## config.mk

```make
export PLATFORM = sky130hd
export DESIGN_NAME = relay_scan_sequencer
export DESIGN_NICKNAME = d
export VERILOG_FILES = /design/src/rtl/relay_scan_sequencer.sv
export SDC_FILE = /design/constraint.sdc
export NUM_CORES = 1
export LEC_CHECK = 0
export ABC_CLOCK_PERIOD_IN_PS = 1900
export BUFFER_PORTS_ARGS = -buffer_cell sky130_fd_sc_hd__buf_2
export CORE_MARGIN = 1
export CORE_UTILIZATION = 50
export DETAILED_ROUTE_END_ITERATION = 10
export PLACE_DENSITY = 0.81
export SLEW_MARGIN = 20
export SYNTH_ARGS = -nofsm -noshare
export SYNTH_HDL_FRONTEND = slang
export SYNTH_SLANG_ARGS = --single-unit
```

## constraint.sdc

```tcl
create_clock -name clk_i -period 1.9 [get_ports clk_i]
set_clock_uncertainty 0.05 [all_clocks]
set_input_delay 0.19 -clock clk_i [delete_from_list [all_inputs] [get_ports clk_i]]
set_output_delay 0.19 -clock clk_i [all_outputs]
set_load 0.005 [all_outputs]
```

## src/rtl/relay_scan_sequencer.sv

```systemverilog
// Relay lead-config scan sequencer. Each config goes through break-before-make,
// a settle period and one acquisition handshake, either once or continuously.
module relay_scan_sequencer #(
  parameter int unsigned BREAK_CYCLES   = 16,
  parameter int unsigned SETTLE_CYCLES  = 1000,
  parameter int unsigned TIMEOUT_CYCLES = 4096,
  parameter int unsigned TMR_W          = 16
) (
  input  logic       clk_i,
  input  logic       rst_n_i,
  input  logic       start_i,
  input  logic       stop_i,
  input  logic       continuous_i,
  input  logic [3:0] first_cfg_i,
  input  logic [3:0] last_cfg_i,
  input  logic       acq_done_i,
  output logic [3:0] count_o,
  output logic       acq_req_o,
  output logic       busy_o,
  output logic       scan_done_o,
  output logic       timeout_err_o,
  output logic       cfg_err_o
);

  typedef enum logic [2:0] {
    S_IDLE,
    S_BREAK,
    S_SETTLE,
    S_ACQ,
    S_NEXT
  } state_e;

  localparam logic [TMR_W-1:0] BREAK_LAST   = TMR_W'(BREAK_CYCLES - 1);
  localparam logic [TMR_W-1:0] SETTLE_LAST  = TMR_W'(SETTLE_CYCLES - 1);
  localparam logic [TMR_W-1:0] TIMEOUT_LAST = TMR_W'(TIMEOUT_CYCLES - 1);
  localparam logic [TMR_W-1:0] TMR_MAX      = {TMR_W{1'b1}};

  state_e           state_q, state_d;
  logic [TMR_W-1:0] timer_q, timer_d;
  logic [3:0]       curCfg_q, curCfg_d;
  logic [3:0]       firstCfg_q, firstCfg_d;
  logic [3:0]       lastCfg_q, lastCfg_d;
  logic             contMode_q, contMode_d;
  logic [3:0]       count_q, count_d;
  logic             acqReq_q, acqReq_d;
  logic             busy_q, busy_d;
  logic             scanDone_q, scanDone_d;
  logic             timeoutErr_q, timeoutErr_d;
  logic             cfgErr_q, cfgErr_d;
  logic             rangeOk;

  assign rangeOk = (first_cfg_i != 4'd0) && (last_cfg_i <= 4'd13) &&
                   (first_cfg_i <= last_cfg_i);

  always_ff @(posedge clk_i) begin
    if (!rst_n_i) begin
      state_q      <= S_IDLE;
      timer_q      <= '0;
      curCfg_q     <= '0;
      firstCfg_q   <= '0;
      lastCfg_q    <= '0;
      contMode_q   <= 1'b0;
      count_q      <= '0;
      acqReq_q     <= 1'b0;
      busy_q       <= 1'b0;
      scanDone_q   <= 1'b0;
      timeoutErr_q <= 1'b0;
      cfgErr_q     <= 1'b0;
    end else begin
      state_q      <= state_d;
      timer_q      <= timer_d;
      curCfg_q     <= curCfg_d;
      firstCfg_q   <= firstCfg_d;
      lastCfg_q    <= lastCfg_d;
      contMode_q   <= contMode_d;
      count_q      <= count_d;
      acqReq_q     <= acqReq_d;
      busy_q       <= busy_d;
      scanDone_q   <= scanDone_d;
      timeoutErr_q <= timeoutErr_d;
      cfgErr_q     <= cfgErr_d;
    end
  end

  always_comb begin
    state_d      = state_q;
    curCfg_d     = curCfg_q;
    firstCfg_d   = firstCfg_q;
    lastCfg_d    = lastCfg_q;
    contMode_d   = contMode_q;
    scanDone_d   = 1'b0;
    timeoutErr_d = 1'b0;
    cfgErr_d     = 1'b0;

    case (state_q)
      S_IDLE: begin
        if (start_i && !stop_i) begin
          if (rangeOk) begin
            firstCfg_d = first_cfg_i;
            lastCfg_d  = last_cfg_i;
            contMode_d = continuous_i;
            curCfg_d   = first_cfg_i;
            state_d    = S_BREAK;
          end else begin
            cfgErr_d = 1'b1;
          end
        end
      end
      S_BREAK: begin
        if (timer_q >= BREAK_LAST) state_d = S_SETTLE;
      end
      S_SETTLE: begin
        if (timer_q >= SETTLE_LAST) state_d = S_ACQ;
      end
      S_ACQ: begin
        // A done arriving on the expiry cycle wins over the timeout.
        if (acq_done_i) begin
          state_d = S_NEXT;
        end else if (timer_q >= TIMEOUT_LAST) begin
          state_d      = S_NEXT;
          timeoutErr_d = 1'b1;
        end
      end
      S_NEXT: begin
        if (curCfg_q < lastCfg_q) begin
          curCfg_d = curCfg_q + 4'd1;
          state_d  = S_BREAK;
        end else if (contMode_q) begin
          curCfg_d = firstCfg_q;
          state_d  = S_BREAK;
        end else begin
          scanDone_d = 1'b1;
          state_d    = S_IDLE;
        end
      end
      default: state_d = S_IDLE;
    endcase

    if (stop_i && (state_q != S_IDLE)) begin
      state_d      = S_IDLE;
      scanDone_d   = 1'b0;
      timeoutErr_d = 1'b0;
    end

    if (state_d != state_q) begin
      timer_d = '0;
    end else if (timer_q == TMR_MAX) begin
      timer_d = timer_q;
    end else begin
      timer_d = timer_q + TMR_W'(1);
    end

    // Outputs are registered from the next state so they align with it.
    count_d  = ((state_d == S_SETTLE) || (state_d == S_ACQ) || (state_d == S_NEXT))
               ? curCfg_d : 4'd0;
    acqReq_d = (state_d == S_ACQ);
    busy_d   = (state_d != S_IDLE);
  end

  assign count_o       = count_q;
  assign acq_req_o     = acqReq_q;
  assign busy_o        = busy_q;
  assign scan_done_o   = scanDone_q;
  assign timeout_err_o = timeoutErr_q;
  assign cfg_err_o     = cfgErr_q;

endmodule

```

### Word level (Yosys, flattened, before mapping)

Cells that the tools add are included.

| word-level totals | value |
|---|---|
| flip-flop bits (word level) | 41 |
| bits of input ports | 14 |
| output and inout bits | 9 |
| logic and storage cells | 67 |

| cells by class | value |
|---|---|
| add/sub/neg operators | 2 |
| order comparisons | 6 |
| eq/ne operators | 9 |
| mux-type cells | 18 |
| bitwise logic cells | 3 |
| reductions and logical operators | 17 |

Operators with widths:

| kind | number |
|---|---|
| two-way mux 3 bit | 7 |
| adder 16 x 1 -> 16 bit (second input constant) | 1 |
| == test 16 bit (second input constant) | 1 |
| greater-or-equal comparator 16 x 10 -> 1 bit (second input constant) | 1 |
| greater-or-equal comparator 16 x 12 -> 1 bit (second input constant) | 1 |
| greater-or-equal comparator 16 x 4 -> 1 bit (second input constant) | 1 |
| two-way mux 4 bit | 4 |
| case mux 3 bit (5 select lines) | 1 |
| == test 3 x 2 -> 1 bit (second input constant) | 4 |
| case mux 4 bit (2 select lines) | 1 |
| OR reduction 4 bit | 2 |
| == test 3 bit (second input constant) | 2 |
| AND reduction 3 bit | 2 |
| nonzero test 3 bit | 2 |
| two-way mux 1 bit | 5 |
| adder 4 x 1 -> 4 bit (second input constant) | 1 |
| <= comparator 4 bit | 1 |
| <= comparator 4 bit (second input constant) | 1 |
| logical AND 1 bit | 4 |
| < comparator 4 bit | 1 |
| nonzero test 4 bit | 1 |
| == test 3 x 1 -> 1 bit (second input constant) | 1 |
| zero test 3 bit | 1 |
| inequality test 3 bit | 1 |
| other kinds (5) | 8 |

### Depth between registers and ports, before layout

Gate-level depths: netlist (run 1).

| logic depth | value |
|---|---|
| depth after elaboration | 11 |
| mapped depth | 9 |
| gate-level depth less buffers | 8 |

### Worst setup path before layout (run 1)

Ideal clock, no wire load.

| timing | value |
|---|---|
| kind | register -> register |
| start | reg timer_q[0] |
| end | reg timer_q[3] |
| arrival | 1.885 ns |
| data required time | 1.735 ns |
| path slack | -0.150 ns |
| stages on the path, launching flop included | 8 |
| period minus slack after synthesis | 2.050 ns |
| cell sequence | dfxtp_1 -> ha_1 -> nand3_1 -> nor3_1 -> nand3_2 -> and4_1 -> xnor2_1 -> nor2_1 |

| on the way | value |
|---|---|
| cells in the longest elaborated chain, start to end | 7 |
| elaborated cells on any way between the ends | 13 |
| classes of those cells | add/sub (1); order compare (3); eq/ne (2); mux (6); reduce/logical (1) |

RTL lines:

| item | line | source |
|---|---|---|
| start: declaration | 39 | `logic [TMR_W-1:0] timer_q, timer_d;` |
| start signal: assignment | 71 | `timer_q <= timer_d;` |
| greater-or-equal comparator 16 x 12 -> 1 bit | 119 | `end else if (timer_q >= TIMEOUT_LAST) begin` |
| two-way mux 3 bit | 119 |  |
| two-way mux 3 bit | 117 | `if (acq_done_i) begin` |
| case mux 3 bit (5 select lines) | 95 | `case (state_q)` |
| two-way mux 3 bit | 139 | `if (stop_i && (state_q != S_IDLE)) begin` |
| inequality test 3 bit | 145 | `if (state_d != state_q) begin` |
| OR reduction 2 bit (no source line) | n/a |  |

Parallel ways exist; a longest one is shown, timed or not.
A chain may end at the register's enable or synchronous reset.

### Worst setup path in the final report (run 1)

| timing | value |
|---|---|
| start | reg timer_q[14] |
| end | reg busy_q, in the netlist busy_o |

| on the way | value |
|---|---|
| cells in the longest elaborated chain, start to end | 6 |
| elaborated cells on any way between the ends | 10 |
| classes of those cells | order compare (3); mux (6); reduce/logical (1) |

RTL lines:

| item | line | source |
|---|---|---|
| greater-or-equal comparator 16 x 12 -> 1 bit | 119 |  |
| two-way mux 3 bit | 119 |  |
| two-way mux 3 bit | 117 |  |
| case mux 3 bit (5 select lines) * | 95 |  |
| two-way mux 3 bit * | 139 |  |
| nonzero test 3 bit * | 157 | `busy_d = (state_d != S_IDLE);` |
| end signal: assignment | 78 | `busy_q <= busy_d;` |
| end: declaration | 46 | `logic busy_q, busy_d;` |

Every way passes the cells marked *; elsewhere a longest branch is shown, timed or not.

==> flow_metrics.py, run 1 <==
metrics = {
    "final_layout": {
        "drive_gt1_frac": 0.453,
        "final-seq-area_sq_um": 832,
        "finalNetCount": 355,
        "multi_input_area_sq_um": 1490,
        "area_growth_pct": 43.7,
        "antennaDiodeCount": 0,
        "fillers": 271,
    },
    "global_routing": {
        "gr-total-overflow": 0,
        "antenna_found_initial": 0,
        "grt_use_total": 0.288,
        "grt_max_degree": 13,
        "grt_pass1_vias": 2036,
        "grt_pass1_wl_mm": 9.51,
    },
    "setup_path": {
        "cp_num_buf_inv": 1,
        "crit_path_end_kind": "flop",
        "critPathSlowestCell": "or4_4",
        "cpLargestDelayFamily": "simple AND/OR/NAND/NOR gates",
        "worstPathArrival_ns": 2.26,
        "cp_cell_sequence": "or4_4, nand4b_1, buf_4, a311oi_2, o21a_4, o21bai_1",
        "critPathLaunchType": "flop",
        "critPathMaxStageDelay_ns": 0.57,
        "critical_path_required_ns": 2.04,
        "path_class": "reg2reg",
        "worstPathMaxFanout": 5,
    },
    "pwr": {
        "seqPwrFrac": 0.451,
        "switchingPower_w": 0.000587,
        "leakage_nw": 1.25,
        "cellPowerDensity_nw_per_um2": 662,
        "power.share.switching": 0.287,
        "internal-power_w": 0.00145,
        "power.share.clock": 0.320,
        "ir_worst_vdd_uv": 572,
        "combPwrFrac": 0.228,
    },
    "drt": {
        "vias_per_cell": 6.01,
        "num_vias": 2300,
        "drtIter0Drc": 164,
        "ant_nets": 0,
        "wirelength_mm": 6.51,
        "drc": 0,
        "dr.pass1.iters": 5,
        "wire_per_inst_um": 17.0,
    },
    "logic_synthesis": {
        "ys.flop_type": "dfxtp_1",
        "synth-edff-count": 0,
        "ys_ff_latch": 41,
        "yosysWarningCount": 0,
        "yosysUniqueCellTypes": 47,
        "yosysSeqAreaShare": 0.382,
        "syn_area_per_cell_sq_um": 8.52,
        "syn_nets": 275,
        "syn_area_sq_um": 2150,
        "async_reset_ff_frac": 0,
        "netlist_instances": 252,
    },
    "worst_hold_path": {
        "hold_path_class": "in2reg",
    },
    "sta": {
        "hold_viol_final": 0,
        "fin_ws_ns": -0.219,
        "rsz0062_at_grt": "true",
        "clock.fmax_mhz": 472,
        "worst_pin_slew_ns": 0.394,
        "setup_viol": 23,
        "maxSlewHeadroom": 0.736,
        "slew_violations": 0,
        "setup_tns_ns": -2.55,
        "min_period_ns": 2.12,
        "fin_crit_sh": 1.12,
    },
    "floorplanning": {
        "core_area_sq_um": 4060,
        "dieWidth_um": 67.5,
        "row_count": 23,
        "io_pins": 23,
        "initial_utilization": 0.529,
        "die-area_sq_um": 4560,
        "fp.dieH_um": 67.5,
    },
    "cts": {
        "cts_buffers": 5,
        "cts_max_path_buffers": 2,
        "cts_tree": "done",
        "htreeDepth": 2,
        "clk_pin_slew_ns": 0.08,
        "root_buffer": "clkbuf_8",
        "cts.sinks": 41,
        "insertion_delay_ns": 0.31,
    },
    "run_status": {
        "failed_checks": "setup timing",
        "outcome": "finished, violations left",
    },
    "placement": {
        "place_hpwl_mm": 4.28,
        "place.gp.congestion": 0.871,
        "port_buffers": 22,
        "dp_slack_ns": -0.379,
    },
    "run": {
        "max-cap-violations": 0,
    },
}
==> stage by stage <==
| step | hold WS, ns | utilization | cells | cell area, sq um | power, W |
|---|---|---|---|---|---|
| after floorplan | 0.218 | - | 252 | 2210 | 0.00116 |
| final | 0.0661 | 0.760 | 383 | 3090 | 0.00204 |
| after detailed placement | 0.367 | 0.666 | 364 | 2700 | 0.00130 |
| after global routing | 0.0623 | 0.760 | 383 | 3090 | 0.00211 |
| after CTS | 0.0649 | 0.720 | 377 | 2920 | 0.00197 |
| after global placement | 0.353 | 0.666 | 364 | 2700 | 0.00128 |
==> logic make-up (layout without fill, tap and decap cells) <==
logic type	Yosys count	after routing	synth area share
xor+xnor	13	13	0.0530
fa+ha+maj	9	9	0.0524
mux	12	12	0.0565
buf+inv	21	101	0.0414
compound gates	45	46	0.150
flops	41	41	0.382
simple gates	111	111	0.264
==> layout by cell type (no fill, tap or decap), types with 4 or more instances in the layout <==
| cell type | count |
|---|---|
| a21oi_1 | 6 |
| a31oi_1 | 6 |
| and3_1 | 5 |
| buf_2 | 22 |
| buf_4 | 59 |
| clkbuf_8 | 7 |
| dfxtp_1 | 32 |
| dfxtp_2 | 9 |
| ha_1 | 5 |
| ha_4 | 4 |
| inv_1 | 8 |
| mux2i_1 | 11 |
| nand2_1 | 19 |
| nand3_1 | 9 |
| nor2_1 | 25 |
| nor2_2 | 11 |
| nor3_1 | 5 |
| nor4_1 | 4 |
| o21ai_0 | 9 |
| xnor2_1 | 8 |
| xor2_1 | 5 |
==> flip-flops by register name, indices dropped and copies added (netlist names) <==
| register | cells |
|---|---|
| timer_q | 16 |
| state_q | 3 |
| timeout_err_o | 1 |
| busy_o | 1 |
| scan_done_o | 1 |
| firstCfg_q | 4 |
| acq_req_o | 1 |
| contMode_q | 1 |
| count_o | 4 |
| cfg_err_o | 1 |
| curCfg_q | 4 |
| lastCfg_q | 4 |
==> power groups by stage <==
stage | Sequential, W | Clock [W] | Combinational, W
finish | 0.000921 | 0.000654 | 0.000466
global placement | 0.000931 | 0 | 0.000352
CTS | 0.000918 | 0.000653 | 0.000398
floorplan | 0.000930 | 0 | 0.000230
detailed placement | 0.000933 | 0 | 0.000368
global route | 0.000925 | 0.000691 | 0.000498
==> area by class of cell <==
class / count / area share
flip-flops and latches: 41 / 0.270
clock buffers: 7 / 0.0312
inverters: 12 / 0.0146
well taps: 50 / 0.0203
repair buffers: 81 / 0.179
multi-input cells: 191 / 0.483
clock inverters: 1 / 0.00162
==> cells in the mapped netlist (3+ instances only) <==
| cell | n | area (sq um) |
|---|---|---|
| a31oi_1 | 6 | 37.5 |
| xnor2_1 | 8 | 70.1 |
| nor3_1 | 8 | 40.0 |
| clkbuf_1 | 6 | 22.5 |
| and3_2 | 3 | 22.5 |
| nand3_1 | 11 | 55.1 |
| nor4_1 | 5 | 31.3 |
| nor2b_1 | 3 | 18.8 |
| ha_1 | 9 | 113 |
| o21ai_0 | 11 | 55.1 |
| nand2_1 | 19 | 71.3 |
| xor2_1 | 5 | 43.8 |
| and3_1 | 5 | 31.3 |
| dfxtp_1 | 41 | 821 |
| inv_1 | 11 | 41.3 |
| nand4_1 | 3 | 18.8 |
| nor2_1 | 38 | 143 |
| a21oi_1 | 9 | 45.0 |
| o21a_1 | 3 | 22.5 |
| mux2i_1 | 11 | 110 |
| or2_2 | 4 | 25.0 |
==> layer usage <==
layer	global-route usage	vias to the layer above	part of all wire
met1	0.319	1094	0.39
met4	0.144	0	0.037
met2	0.502	110	0.51
met5	0	-	0
met3	0.0760	31	0.057
li1	-	1065	-
==> final timing paths <==
kind | start | to | slack [ns] | cells past startpoint
worst max-delay path | timer_q[14] | busy_o | -0.22 | 6
worst min-delay path | acq_done_i | timeout_err_o | 0.07 | 2
worst min register to register | lastCfg_q[0] | lastCfg_q[0] | 0.44 | 2
worst max register to register | timer_q[14] | busy_o | -0.22 | 6
==> worst register-to-register path, stage by stage, from the launching register on <==
cell	delay [ns]
dfxtp_2	0.32
or4_4	0.57
nand4b_1	0.29
buf_4	0.20
a311oi_2	0.29
o21a_4	0.20
o21bai_1	0.07
==> timing repair <==
action	4_1_cts	5_1_grt
hold buffers	0	0
resized for setup	16	33
gates cloned	1	0
buffers inserted	4	6
setup endpoints to repair	24	25
pin swaps	14	16
Note: power is estimated with default switching activity, not from simulation.
==> inputs of run 2 (changes only) <==
--- a/config.mk
+++ b/config.mk
@@ -7,10 +7,11 @@
 export LEC_CHECK = 0
 export ABC_CLOCK_PERIOD_IN_PS = 1900
 export BUFFER_PORTS_ARGS = -buffer_cell sky130_fd_sc_hd__buf_2
+export CAP_MARGIN = 20
 export CORE_MARGIN = 1
 export CORE_UTILIZATION = 50
 export DETAILED_ROUTE_END_ITERATION = 10
-export PLACE_DENSITY = 0.81
+export PLACE_DENSITY = 0.73
 export SLEW_MARGIN = 20
 export SYNTH_ARGS = -nofsm -noshare
 export SYNTH_HDL_FRONTEND = slang
==> run 2 against run 1 <==
Effect of this change:
- the run still ends with setup timing left
- combinational power is 2% lower
- wire length is 9.5% lower
- first-iteration DRC count is 13% higher
- critical path depth is 3 higher
==> flow_metrics.py, run 2 (synthesis results as in run 1) <==
metrics = {
    "setup_path": {
        "cp_num_buf_inv": 3,
        "path_class": "reg2reg",
        "worstPathArrival_ns": 2.19,
        "cpLargestDelayFamily": "compound AO/OA/AOI/OAI gates",
        "critPathLaunchType": "flop",
        "critPathSlowestCell": "a2111oi_4",
        "critPathMaxStageDelay_ns": 0.37,
        "r2r.worst_path.cells": 9,
        "worstPathMaxFanout": 3,
        "reg2reg_from": "lastCfg_q[1]",
        "critical_path_required_ns": 2.03,
        "reg2reg_to": "count_o[0]",
        "crit_path_end_kind": "flop",
        "cp_cell_sequence": "inv_2, ha_4, a2111oi_4, or2_4, buf_6, mux2i_1, a222oi_1, buf_4, nor3_2",
        "r2r_setup_slack_ns": -0.16,
    },
    "drt": {
        "vias_per_cell": 5.71,
        "dr.pass1.iters": 4,
        "num_vias": 2158,
        "drc": 0,
        "wire_per_inst_um": 15.6,
        "ant_nets": 0,
        "drtIter0Drc": 186,
        "wirelength_mm": 5.89,
    },
    "final_layout": {
        "antennaDiodeCount": 0,
        "fin_area_sq_um": 2990,
        "drive_gt1_frac": 0.396,
        "final_cell_mix": "51 x buf_4, 35 x dfxtp_1, 33 x nor2_1, 22 x buf_2, 19 x nand2_1",
        "largest_reg_flops": 16,
        "area_growth_pct": 39.5,
        "regMostFlops": "timer_q",
        "finalNetCount": 350,
        "final_common_cell": "buf_4",
    },
    "sta": {
        "setup_viol": 24,
        "worst_pin_slew_ns": 0.560,
        "slew_violations": 0,
        "maxSlewHeadroom": 0.625,
        "min_period_ns": 2.06,
        "setup_tns_ns": -2.72,
        "hold_viol_final": 0,
        "fin_hold_ws_ns": 0.0605,
        "fin_ws_ns": -0.161,
        "clock.fmax_mhz": 485,
        "rsz0062_at_grt": "true",
        "fin_crit_sh": 1.08,
    },
    "floorplanning": {
        "row_count": 23,
        "initial_utilization": 0.529,
        "fp.dieH_um": 67.5,
        "die-area_sq_um": 4560,
        "io_pins": 23,
        "core_area_sq_um": 4060,
        "dieWidth_um": 67.5,
    },
    "cts": {
        "insertion_delay_ns": 0.30,
        "cts_max_path_buffers": 2,
        "holdBufCountCts": 0,
        "cts.sinks": 41,
        "root_buffer": "clkbuf_8",
        "cts_tree": "done",
        "clk_pin_slew_ns": 0.08,
        "htreeDepth": 2,
        "cts_buffers": 5,
    },
    "placement": {
        "dp_slack_ns": -0.284,
        "place_hpwl_mm": 3.84,
        "place.gp.congestion": 0.880,
        "place_area_sq_um": 2690,
        "port_buffers": 22,
    },
    "global_routing": {
        "grt_pass1_vias": 2024,
        "grt_use_total": 0.273,
        "grt_max_degree": 18,
        "grt_pass1_wl_mm": 9.15,
        "antenna_found_initial": 0,
        "gr-total-overflow": 0,
    },
    "worst_hold_path": {
        "hold_end": "timeout_err_o",
        "hold-path-cell-count": 2,
        "hold_path_class": "in2reg",
        "hp-start": "acq_done_i",
    },
    "pwr": {
        "cellPowerDensity_nw_per_um2": 650,
        "leakage_nw": 1.24,
        "ir_worst_vdd_uv": 462,
    },
    "run": {
        "max-cap-violations": 0,
    },
    "run_status": {
        "outcome": "finished, violations left",
        "failed_checks": "setup timing",
    },
}
run 2: cell count changes in the layout (fill, tap and decap cells not counted), moves of 3 or more:
cell and delta:
buf_6 +3, buf_4 -8, nor2_2 -6, nor2_1 +8, dfxtp_1 +3, dfxtp_2 -3
run 2: what timing repair did:
action / 4_1_cts / 5_1_grt
cloned: 1 / 0
endpoints found under the setup margin: 23 / 32
pin swaps: 15 / 13
resized for setup: 12 / 24
buffers inserted: 4 / 3
run 2: power by group:
group | leakage, nW | internal, W | switching [W]
logic | 0.858 | 0.000236 | 0.000223
clock network | 0.0450 | 0.000255 | 0.000314
registers | 0.335 | 0.000891 | 0.0000259
run 2: cell type report:
class	instances	area (sq um)
repair buffers	76	527
clock buffers	6	72.6
multi-input cells	191	1450
clock inverters	2	10.0
flip-flops and latches	41	828
well taps	50	62.6
fillers	287	1060
inverters	12	45.0
run 2: routing by layer:
metal,part of all wire,GRT usage,vias to the layer above,wire (um)
met5,0,0,-,0
met4,0.011,0.0984,0,67
met3,0.057,0.0777,9,337
met2,0.50,0.434,73,2930
li1,-,-,1061,-
met1,0.43,0.348,1015,2560
run 2: worst max-delay path by stage:
stage,depth (start not counted),slack (ns),startpoint,to
after floorplan,5,-0.04,timer_q[12],timer_q[12]
after global placement,8,-0.25,first_cfg_i[1],count_o[0]
final,9,-0.16,lastCfg_q[1],count_o[0]
after global routing,6,-0.24,timer_q[12],timer_q[15]
after CTS,6,-0.11,timer_q[14],timer_q[15]
after detailed placement,8,-0.28,first_cfg_i[1],count_o[0]
run 2: through the flow:
| stage | utilization | std cells | total power [W] |
|---|---|---|---|
| 6_report | 0.738 | 378 | 0.00194 |
| 5_1_grt | 0.738 | 378 | 0.00204 |
| 4_1_cts | 0.710 | 376 | 0.00187 |
| 3_5_place_dp | 0.664 | 363 | 0.00130 |
| 3_3_place_gp | 0.664 | 363 | 0.00129 |
| 2_1_floorplan | - | 252 | 0.00116 |
